File: src/rtl/uart_pkg.sv
// Shared UART definitions: receiver state encoding, frame width, baud divisor helper.
package uart_pkg;

    typedef enum logic [2:0] {
        ST_IDLE   = 3'd0,
        ST_START  = 3'd1,
        ST_DATA   = 3'd2,
        ST_PARITY = 3'd3,
        ST_STOP   = 3'd4
    } rx_state_t;

    localparam int DATA_BITS = 8;

    function automatic int calc_bps_cnt(input int clk_freq, input int baud);
        return clk_freq / baud;
    endfunction

endpackage

File: src/rtl/uart_activity_timer.sv
// Activity level: set by a done strobe, dropped after IDLE_TIMEOUT_CYC quiet cycles.
// Level rises one cycle after the strobe; a strobe on the timeout cycle keeps it high.
module uart_activity_timer #(
    parameter int IDLE_TIMEOUT_CYC = 5000000
) (
    input  logic i_clk,
    input  logic i_rst_n,
    input  logic i_done,
    output logic o_en
);

    localparam int CNT_W = (IDLE_TIMEOUT_CYC > 1) ? $clog2(IDLE_TIMEOUT_CYC) : 1;
    localparam logic [CNT_W-1:0] CNT_LAST = CNT_W'(IDLE_TIMEOUT_CYC - 1);

    logic [CNT_W-1:0] r_cnt;
    logic             r_en;

    always_ff @(posedge i_clk or negedge i_rst_n) begin
        if (!i_rst_n) begin
            r_cnt <= '0;
            r_en  <= 1'b0;
        end else if (i_done) begin
            r_cnt <= '0;
            r_en  <= 1'b1;
        end else if (r_en) begin
            if (r_cnt == CNT_LAST) begin
                r_cnt <= '0;
                r_en  <= 1'b0;
            end else begin
                r_cnt <= r_cnt + 1'b1;
            end
        end
    end

    assign o_en = r_en;

endmodule

File: src/rtl/uart_rx_activity.sv
// 8N1 UART receiver (even parity with UART_PARITY_EN) plus line-activity level; no backpressure.
// rx_done/frame_err strobe one cycle after the mid-stop-bit sample (~9.5 bit periods + 3 cycles).
module uart_rx_activity
    import uart_pkg::*;
#(
    parameter int CLK_FREQ         = 50000000,
    parameter int BAUD             = 115200,
    parameter int IDLE_TIMEOUT_CYC = 5000000
) (
    input  logic       sys_clk,
    input  logic       sys_rst,
    input  logic       uart_rxd,
    output logic [7:0] rx_data,
    output logic       rx_done,
    output logic       frame_err,
    output logic       rx_busy,
    output logic       uart_en
);

    localparam int BPS_CNT = calc_bps_cnt(CLK_FREQ, BAUD);
    localparam int CNT_W   = $clog2(BPS_CNT);
    localparam logic [CNT_W-1:0] HALF_LAST = CNT_W'(BPS_CNT / 2 - 1);
    localparam logic [CNT_W-1:0] FULL_LAST = CNT_W'(BPS_CNT - 1);
    localparam logic [2:0]       BIT_LAST  = 3'(DATA_BITS - 1);

    logic                 r_s1, r_s2, r_s3;
    rx_state_t            r_state;
    logic [CNT_W-1:0]     r_baud_cnt;
    logic [2:0]           r_bit_cnt;
    logic [DATA_BITS-1:0] r_shift;
    logic [7:0]           r_rx_data;
    logic                 r_rx_done;
    logic                 r_frame_err;

    rx_state_t w_state_nxt;
    logic      w_fall;
    logic      w_half_hit;
    logic      w_full_hit;
    logic      w_baud_clr;
    logic      w_bit_clr;
    logic      w_shift_en;
    logic      w_done_set;
    logic      w_ferr_set;
    logic      w_par_ok;

`ifdef UART_PARITY_EN
    logic r_par;
    logic w_par_en;
    assign w_par_ok = ~(^r_shift ^ r_par);
`else
    assign w_par_ok = 1'b1;
`endif

    assign w_fall     = r_s3 & ~r_s2;
    assign w_half_hit = (r_baud_cnt == HALF_LAST);
    assign w_full_hit = (r_baud_cnt == FULL_LAST);

    always_ff @(posedge sys_clk or negedge sys_rst) begin
        if (!sys_rst) begin
            r_s1 <= 1'b1;
            r_s2 <= 1'b1;
            r_s3 <= 1'b1;
        end else begin
            r_s1 <= uart_rxd;
            r_s2 <= r_s1;
            r_s3 <= r_s2;
        end
    end

    always_comb begin
        w_state_nxt = r_state;
        w_baud_clr  = 1'b0;
        w_bit_clr   = 1'b0;
        w_shift_en  = 1'b0;
        w_done_set  = 1'b0;
        w_ferr_set  = 1'b0;
`ifdef UART_PARITY_EN
        w_par_en    = 1'b0;
`endif
        case (r_state)
            ST_IDLE: begin
                if (w_fall) begin
                    w_state_nxt = ST_START;
                    w_baud_clr  = 1'b1;
                end
            end
            ST_START: begin
                // Mid start bit: a high line here means the edge was a glitch.
                if (w_half_hit) begin
                    w_baud_clr = 1'b1;
                    if (!r_s2) begin
                        w_state_nxt = ST_DATA;
                        w_bit_clr   = 1'b1;
                    end else begin
                        w_state_nxt = ST_IDLE;
                    end
                end
            end
            ST_DATA: begin
                if (w_full_hit) begin
                    w_baud_clr = 1'b1;
                    w_shift_en = 1'b1;
                    if (r_bit_cnt == BIT_LAST) begin
`ifdef UART_PARITY_EN
                        w_state_nxt = ST_PARITY;
`else
                        w_state_nxt = ST_STOP;
`endif
                    end
                end
            end
`ifdef UART_PARITY_EN
            ST_PARITY: begin
                if (w_full_hit) begin
                    w_baud_clr  = 1'b1;
                    w_par_en    = 1'b1;
                    w_state_nxt = ST_STOP;
                end
            end
`endif
            ST_STOP: begin
                // Leave at mid stop bit so a back-to-back start edge is not missed.
                if (w_full_hit) begin
                    w_baud_clr  = 1'b1;
                    w_state_nxt = ST_IDLE;
                    if (r_s2 && w_par_ok) begin
                        w_done_set = 1'b1;
                    end else begin
                        w_ferr_set = 1'b1;
                    end
                end
            end
            default: begin
                w_state_nxt = ST_IDLE;
            end
        endcase
    end

    always_ff @(posedge sys_clk or negedge sys_rst) begin
        if (!sys_rst) begin
            r_state     <= ST_IDLE;
            r_baud_cnt  <= '0;
            r_bit_cnt   <= '0;
            r_shift     <= '0;
            r_rx_data   <= 8'h00;
            r_rx_done   <= 1'b0;
            r_frame_err <= 1'b0;
        end else begin
            r_state     <= w_state_nxt;
            r_rx_done   <= w_done_set;
            r_frame_err <= w_ferr_set;
            if (w_baud_clr) begin
                r_baud_cnt <= '0;
            end else if (r_state != ST_IDLE) begin
                r_baud_cnt <= r_baud_cnt + 1'b1;
            end
            if (w_bit_clr) begin
                r_bit_cnt <= '0;
            end else if (w_shift_en) begin
                r_bit_cnt <= r_bit_cnt + 3'd1;
            end
            if (w_shift_en) begin
                r_shift[r_bit_cnt] <= r_s2;
            end
            if (w_done_set) begin
                r_rx_data <= r_shift;
            end
        end
    end

`ifdef UART_PARITY_EN
    always_ff @(posedge sys_clk or negedge sys_rst) begin
        if (!sys_rst) begin
            r_par <= 1'b0;
        end else if (w_par_en) begin
            r_par <= r_s2;
        end
    end
`endif

    uart_activity_timer #(
        .IDLE_TIMEOUT_CYC (IDLE_TIMEOUT_CYC)
    ) u_activity (
        .i_clk   (sys_clk),
        .i_rst_n (sys_rst),
        .i_done  (r_rx_done),
        .o_en    (uart_en)
    );

    assign rx_data   = r_rx_data;
    assign rx_done   = r_rx_done;
    assign frame_err = r_frame_err;
    assign rx_busy   = (r_state != ST_IDLE);

endmodule

File: config.mk
export PLATFORM = sky130hd
export DESIGN_NAME = uart_rx_activity
export DESIGN_NICKNAME = d
export VERILOG_FILES = /design/src/rtl/uart_pkg.sv /design/src/rtl/uart_activity_timer.sv /design/src/rtl/uart_rx_activity.sv
export SDC_FILE = /design/constraint.sdc
export NUM_CORES = 1
export LEC_CHECK = 0
export BUFFER_PORTS_ARGS = -buffer_cell sky130_fd_sc_hd__buf_2
export CAP_MARGIN = 20
export CORE_MARGIN = 3
export CORE_UTILIZATION = 58
export DETAILED_ROUTE_END_ITERATION = 12
export GPL_ROUTABILITY_DRIVEN = 1
export PLACE_DENSITY = 0.82
export SKIP_CTS_REPAIR_TIMING = 1
export SLEW_MARGIN = 40
export SYNTH_ARGS = -nofsm -noshare
export SYNTH_HDL_FRONTEND = slang
export SYNTH_SLANG_ARGS = --single-unit
File: constraint.sdc
create_clock -name sys_clk -period 2.6 [get_ports sys_clk]
set_input_delay 0.39 -clock sys_clk [delete_from_list [all_inputs] [get_ports sys_clk]]
set_output_delay 0.39 -clock sys_clk [all_outputs]
set_load 0.01 [all_outputs]
==> results_dict.tcl, run 1 <==
set metrics [dict create \
    outcome "completed" \
    place.port_buffers 14 \
    clockPowerShare_pct 42.0 \
    antenna_left 0 \
    grt_overflow_total 0 \
    end_kind "flop" \
    htreeDepth 3 \
    netlist_area_um2 3070 \
    min_period_ns 2.285 \
    grt_pass1_wl_um 11210 \
    wire_per_inst_um 16.81 \
    yosysWarningCount 0 \
    max_freq_ghz 0.4376 \
    synth_edf_count 0 \
    drt_iter0_drc 139 \
    worstMarginPinSlew_ns 0.6839 \
    wl_um 6505 \
    p_int_w 0.001622 \
    worst_skew_pair.late_latency_ns 0.34 \
    netlist_instances 297 \
    fill_cells 360 \
    fin_crit_sh_pct 87.89 \
    synth_async_sr_flop_share_pct 100.0 \
    clock_skew_ns 0.01028 \
    critPathKind "reg2reg" \
    first_pass_iters 4 \
    vias_per_cell 6.119 \
    antenna_found_initial 0 \
    cts_root_buffer "clkbuf_8" \
    syn2layout_area_growth_pct 11.78 \
    antenna_cells 0 \
    worstPathMaxFanout 8 \
    clockBufferDepth 2 \
    cts_tree "yes" \
    dpl.hpwl_um 4403 \
    power_density_nw_per_um2 629.5 \
    static-leakage-power_nw 1.530 \
    cts_made_buffers 9 \
    combPwrFrac_pct 8.6 \
    synth.most_common_cell "dfrtp_1" \
    netlist-cell-type-count 49 \
    p_sw_w 0.0005383 \
    rsz0062_at_grt "false" \
    dieWidth_um 78.76 \
    synth.avg_cell_area_um2 10.34 \
    power_frac_seq_pct 49.5 \
    dieHeight_um 78.76 \
    swShare_pct 24.91 \
    yosys-top-cells-count "57 x dfrtp_1, 31 x nor2_1, 18 x nand2_1" \
    hp-class "in2reg" \
    clock_sinks 60 \
    yosysTopAreaCellShare_pct 46.45 \
    ys_ff_latch 60 \
    die_area_um2 6203 \
    gp_congestion 0.9462 \
    final-setup-viol-count 0 \
    core_region_area_um2 4911 \
    grt_pass1_vias 2363 \
    grt_max_degree 26 \
    start_kind "flop" \
    synth_flop_cell "dfrtp_1" \
    synth.area.top_cells "dfrtp_1 46%, mux2_2 5.9%, nor2_1 3.8%" \
    seq_area_frac_synth_pct 49.02 \
    drc 0 \
    p_total_w 0.002160 \
    synth_top_area_cell "dfrtp_1" \
    required_ns 2.83 \
    rows 25 \
    slew_headroom_pct 54.34 \
    final_layout_size_suffix_gt1_share_pct 20.00 \
    fin_setup_tns_ns 0 \
    cp.arrival_ns 2.51 \
    syn-num-nets 306 \
    start_util_pct 62.52 \
    path_clk_slew_ns 0.06 \
    grt_usage_pct 23.33 \
    max_cap_viol_count 0 \
    max-vdd-ir-drop_uv 628.8 \
    drv_slew 0 \
    io_pins 15 \
    vias 2368 \
    finalNetCount 324 \
    final_hold_viol_count 0 \
]
[per-layer routing]
metal | GRT usage [%] | routed length [um]
met4 | 7.867 | 91
met5 | 0 | 0
met1 | 27.70 | 2682
met3 | 6.236 | 370
met2 | 40.92 | 3361
[stage by stage]
stage	setup WS (ns)	instance area (um2)	utilization, %	cells	hold WS [ns]
floorplan	0.6772	3070	-	297	0.09441
global placement	0.3748	3202	65.20	370	0.3290
detailed placement	0.3669	3206	65.27	370	0.3339
CTS	0.3314	3422	69.68	386	-0.03201
global route	0.1057	3432	69.89	387	0.1272
finish	0.3149	3432	69.89	387	0.1474
[sequential cells by signal, summed over array words and instances (netlist names), 3 cells and up]
register	count
rx_data	8
r_shift	8
r_state	3
r_baud_cnt	9
r_bit_cnt	3
u_activity.r_cnt	23
[final cells by class]
| class | instances | area [um2] | area share (%) |
|---|---|---|---|
| inverter | 10 | 37.54 | 1.094 |
| tap | 67 | 83.83 | 2.443 |
| sequential | 60 | 1505 | 43.86 |
| timing repair buffer | 20 | 117.6 | 3.427 |
| clock buffer | 10 | 127.6 | 3.719 |
| multi-input combinational | 214 | 1471 | 42.87 |
| clock inverter | 6 | 88.84 | 2.588 |
[power by group through the flow]
stage          logic (W)  registers, W  clock network [W]
3_5_place_dp    0.000187       0.00108                  0
3_3_place_gp    0.000179       0.00108                  0
2_1_floorplan   0.000144       0.00106                  0
6_report        0.000185       0.00107           0.000906
5_1_grt         0.000221       0.00108           0.000958
4_1_cts         0.000188       0.00107           0.000921
[worst max-delay path, stage by stage (launching register included)]
cell	delay, ns
dfrtp_1	0.38
ha_1	0.24
nand4_1	0.31
nor4_4	0.45
and2_1	0.39
o21ai_0	0.16
a31o_1	0.23
[cells by family (layout without fill, tap and decap cells)]
| group | Yosys count | count (layout) | synth area share (%) |
|---|---|---|---|
| adder cells (fa/ha/maj) | 6 | 6 | 2.445 |
| flip-flops | 60 | 60 | 49.02 |
| buffers and inverters | 23 | 46 | 3.179 |
| AND/OR/NAND/NOR | 126 | 126 | 23.51 |
| multiplexers | 21 | 21 | 7.498 |
| AO/OA/AOI/OAI | 48 | 48 | 10.64 |
| XOR/XNOR | 13 | 13 | 3.708 |
[path summary, 6_finish.rpt]
kind | slack, ns | start | cells after the start | to
max in group asynchronous | 1.41 | sys_rst | 3 | r_s3
worst min register to register | 0.36 | r_s1 | 0 | r_s2
worst max-delay path | 0.31 | u_activity.r_cnt[0] | 6 | u_activity.r_cnt[7]
worst min-delay path | 0.15 | uart_rxd | 1 | r_s1
min in group asynchronous | 0.49 | sys_rst | 2 | u_activity.r_cnt[16]
worst max register to register | 0.31 | u_activity.r_cnt[0] | 6 | u_activity.r_cnt[7]
[cells in the final DEF, fill, tap and decap left out, drive strengths merged, types with 4 or more instances in the layout]
cell	instances
a21oi	14
a311oi	5
a32o	4
and2	4
and3	6
buf	19
clkbuf	10
dfrtp	57
ha	6
inv	10
mux2	16
mux2i	5
nand2	18
nand3	10
nand4	12
nor2	31
nor3	11
nor4	11
o21ai	12
xnor2	6
xor2	7
Note: power is estimated with default switching activity, not from simulation.
==> run 2, diff against run 1 <==
--- a/config.mk
+++ b/config.mk
@@ -5,13 +5,14 @@
 export SDC_FILE = /design/constraint.sdc
 export NUM_CORES = 1
 export LEC_CHECK = 0
+export ABC_CLOCK_PERIOD_IN_PS = 2600
 export BUFFER_PORTS_ARGS = -buffer_cell sky130_fd_sc_hd__buf_2
 export CAP_MARGIN = 20
 export CORE_MARGIN = 3
-export CORE_UTILIZATION = 58
+export CORE_UTILIZATION = 61
 export DETAILED_ROUTE_END_ITERATION = 12
 export GPL_ROUTABILITY_DRIVEN = 1
-export PLACE_DENSITY = 0.82
+export PLACE_DENSITY = 0.83
 export SKIP_CTS_REPAIR_TIMING = 1
 export SLEW_MARGIN = 40
 export SYNTH_ARGS = -nofsm -noshare
==> run 2 against run 1 <==
Effect of this change:
- sequential cell count unchanged
- setup slack improved by 0.0038 ns
- final cell count did not move
- sequential share of layout area rose by 0.55 points
- via count is 2.0% higher
- first-iteration DRC count is 77% higher
- non-clock buffer count unchanged
- maximum frequency rose by 0.17%
- routed wire length up 1.1%
- register-to-register slack about the same
- critical path type unchanged
==> results_dict.tcl, run 2 (synthesis results as in run 1) <==
set metrics [dict create \
    outcome "completed" \
    crit_slowest_cell "nor4_4" \
    fin_setup_tns_ns 0 \
    wl_met1_um 2669 \
    wl_met3_um 388 \
    max_stage_delay_ns 0.45 \
    finalNetCount 324 \
    end_kind "flop" \
    slew_headroom_pct 53.49 \
    final-setup-viol-count 0 \
    wl_um 6576 \
    rows 25 \
    max_cap_viol_count 0 \
    r2r_start "u_activity.r_cnt[0]" \
    power_density_nw_per_um2 585.5 \
    critPathKind "reg2reg" \
    die_area_um2 5921 \
    syn2layout_area_growth_pct 10.39 \
    final_common_cell "dfrtp_1" \
    cts_root_buffer "clkbuf_8" \
    grt_pass1_wl_um 11170 \
    core_region_area_um2 4786 \
    drv_slew 0 \
    place.port_buffers 14 \
    fill_cells 346 \
    start_util_pct 64.16 \
    final_hold_viol_count 0 \
    grt_pass1_vias 2398 \
    cp.arrival_ns 2.50 \
    cts_made_buffers 9 \
    max_freq_ghz 0.4383 \
    crit_path_start "u_activity.r_cnt[0]" \
    hp-class "in2async" \
    worstReg2RegEnd "u_activity.r_cnt[7]" \
    clock_sinks 60 \
    grt_max_degree 37 \
    start_kind "flop" \
    path_cells "ha_1 > nand4_1 > nor4_4 > and2_1 > o21ai_0 > a31o_1" \
    dieWidth_um 76.95 \
    worst-path-buf-inv 0 \
    antenna_cells 0 \
    wl_met2_um 3349 \
    first_pass_iters 5 \
    critical_path_depth 6 \
    mostFrequentLayoutCells "57 x dfrtp_1, 31 x nor2_1, 18 x nand2_1" \
    p_total_w 0.001984 \
    clockBufferDepth 2 \
    max-vdd-ir-drop_uv 505.9 \
    final_layout_size_suffix_gt1_share_pct 19.69 \
    largest_reg_flops 23 \
    r2r_cells 6 \
    wire_per_inst_um 16.99 \
    worstPathMaxFanout 8 \
    place_area_um2 3222 \
    drc 0 \
    vias 2415 \
    rsz0062_at_grt "false" \
    gp_congestion 0.9287 \
    drt_iter0_drc 246 \
    static-leakage-power_nw 1.519 \
    grt_overflow_total 0 \
    rrSetupSlack_ns 0.32 \
    worst_skew_pair.late_latency_ns 0.34 \
    antenna_left 0 \
    clock_skew_ns 0.006535 \
    vias_per_cell 6.240 \
    design_area_um2 3390 \
    fin_crit_sh_pct 87.74 \
    top_register "u_activity.r_cnt" \
    dpl.hpwl_um 4459 \
    crit_family "simple AND/OR/NAND/NOR gates" \
    dieHeight_um 76.95 \
    path_clk_slew_ns 0.07 \
    htreeDepth 3 \
    top_regs "u_activity.r_cnt x23, r_baud_cnt x9" \
    grt_usage_pct 23.98 \
    top_layer_used "met4" \
    antenna_found_initial 0 \
    worstMarginPinSlew_ns 0.6913 \
    io_pins 15 \
    required_ns 2.82 \
    min_period_ns 2.281 \
    endpoint "u_activity.r_cnt[7]" \
    cts_tree "yes" \
]
==> run 2: cell types whose count changed in the layout (fill, tap and decap cells not counted) <==
cell,delta
clkinv_2,+2
clkbuf_1,+2
clkbuf_8,+1
clkinv_4,-1
buf_12,+1
dlygate4sd3_1,-1
bufinv_16,-2
clkinvlp_4,-2
==> run 2: area by class of cell <==
cell class              instances  area, um2  share of cell area [%]
multi-input cells             214       1471                   43.41
clock buffers                  13      148.9                   4.393
inverters                      10      37.54                   1.107
well taps                      67      83.83                   2.473
flip-flops and latches         60       1505                   44.41
clock inverters                 3      15.01                  0.4430
repair buffers                 20      127.6                   3.765
==> run 2: worst register-to-register path, stage by stage, from the launching register on <==
cell,delay [ns]
dfrtp_1,0.39
ha_1,0.25
nand4_1,0.26
nor4_4,0.45
and2_1,0.39
o21ai_0,0.18
a31o_1,0.25
==> run 2: power breakdown <==
group	leakage (nW)	switching, W	internal (W)
logic	0.622	0.000105	0.0000888
clock network	0.0872	0.000352	0.000368
registers	0.810	0.0000742	0.000997
==> run 2: routing by layer <==
| layer | GRT usage [%] | vias to the layer above |
|---|---|---|
| li1 | - | 1140 |
| met1 | 29.81 | 1162 |
| met2 | 38.94 | 98 |
| met3 | 4.225 | 15 |
| met4 | 14.67 | 0 |
| met5 | 0 | - |
==> run 2: worst min-delay path by stage <==
| stage | cells after the start | from | to | slack [ns] |
|---|---|---|---|---|
| floorplan | 0 | sys_rst | frame_err | 0.09 |
| global placement | 0 | r_s1 | r_s2 | 0.35 |
| detailed placement | 0 | r_s1 | r_s2 | 0.35 |
| CTS | 1 | sys_rst | u_activity.r_cnt[13] | 0.05 |
| global route | 1 | sys_rst | u_activity.r_cnt[20] | 0.09 |
| finish | 1 | sys_rst | u_activity.r_cnt[13] | 0.04 |
==> run 2: stage by stage <==
stage / util (%) / setup slack [ns] / cells / hold slack, ns
after global placement: 67.32 / 0.4607 / 371 / 0.3485
after CTS: 70.75 / 0.3517 / 387 / 0.05294
after detailed placement: 67.32 / 0.3657 / 371 / 0.3529
final: 70.82 / 0.3187 / 387 / 0.04315
after floorplan: - / 0.6772 / 297 / 0.09441
after global routing: 70.82 / 0.2042 / 387 / 0.08877
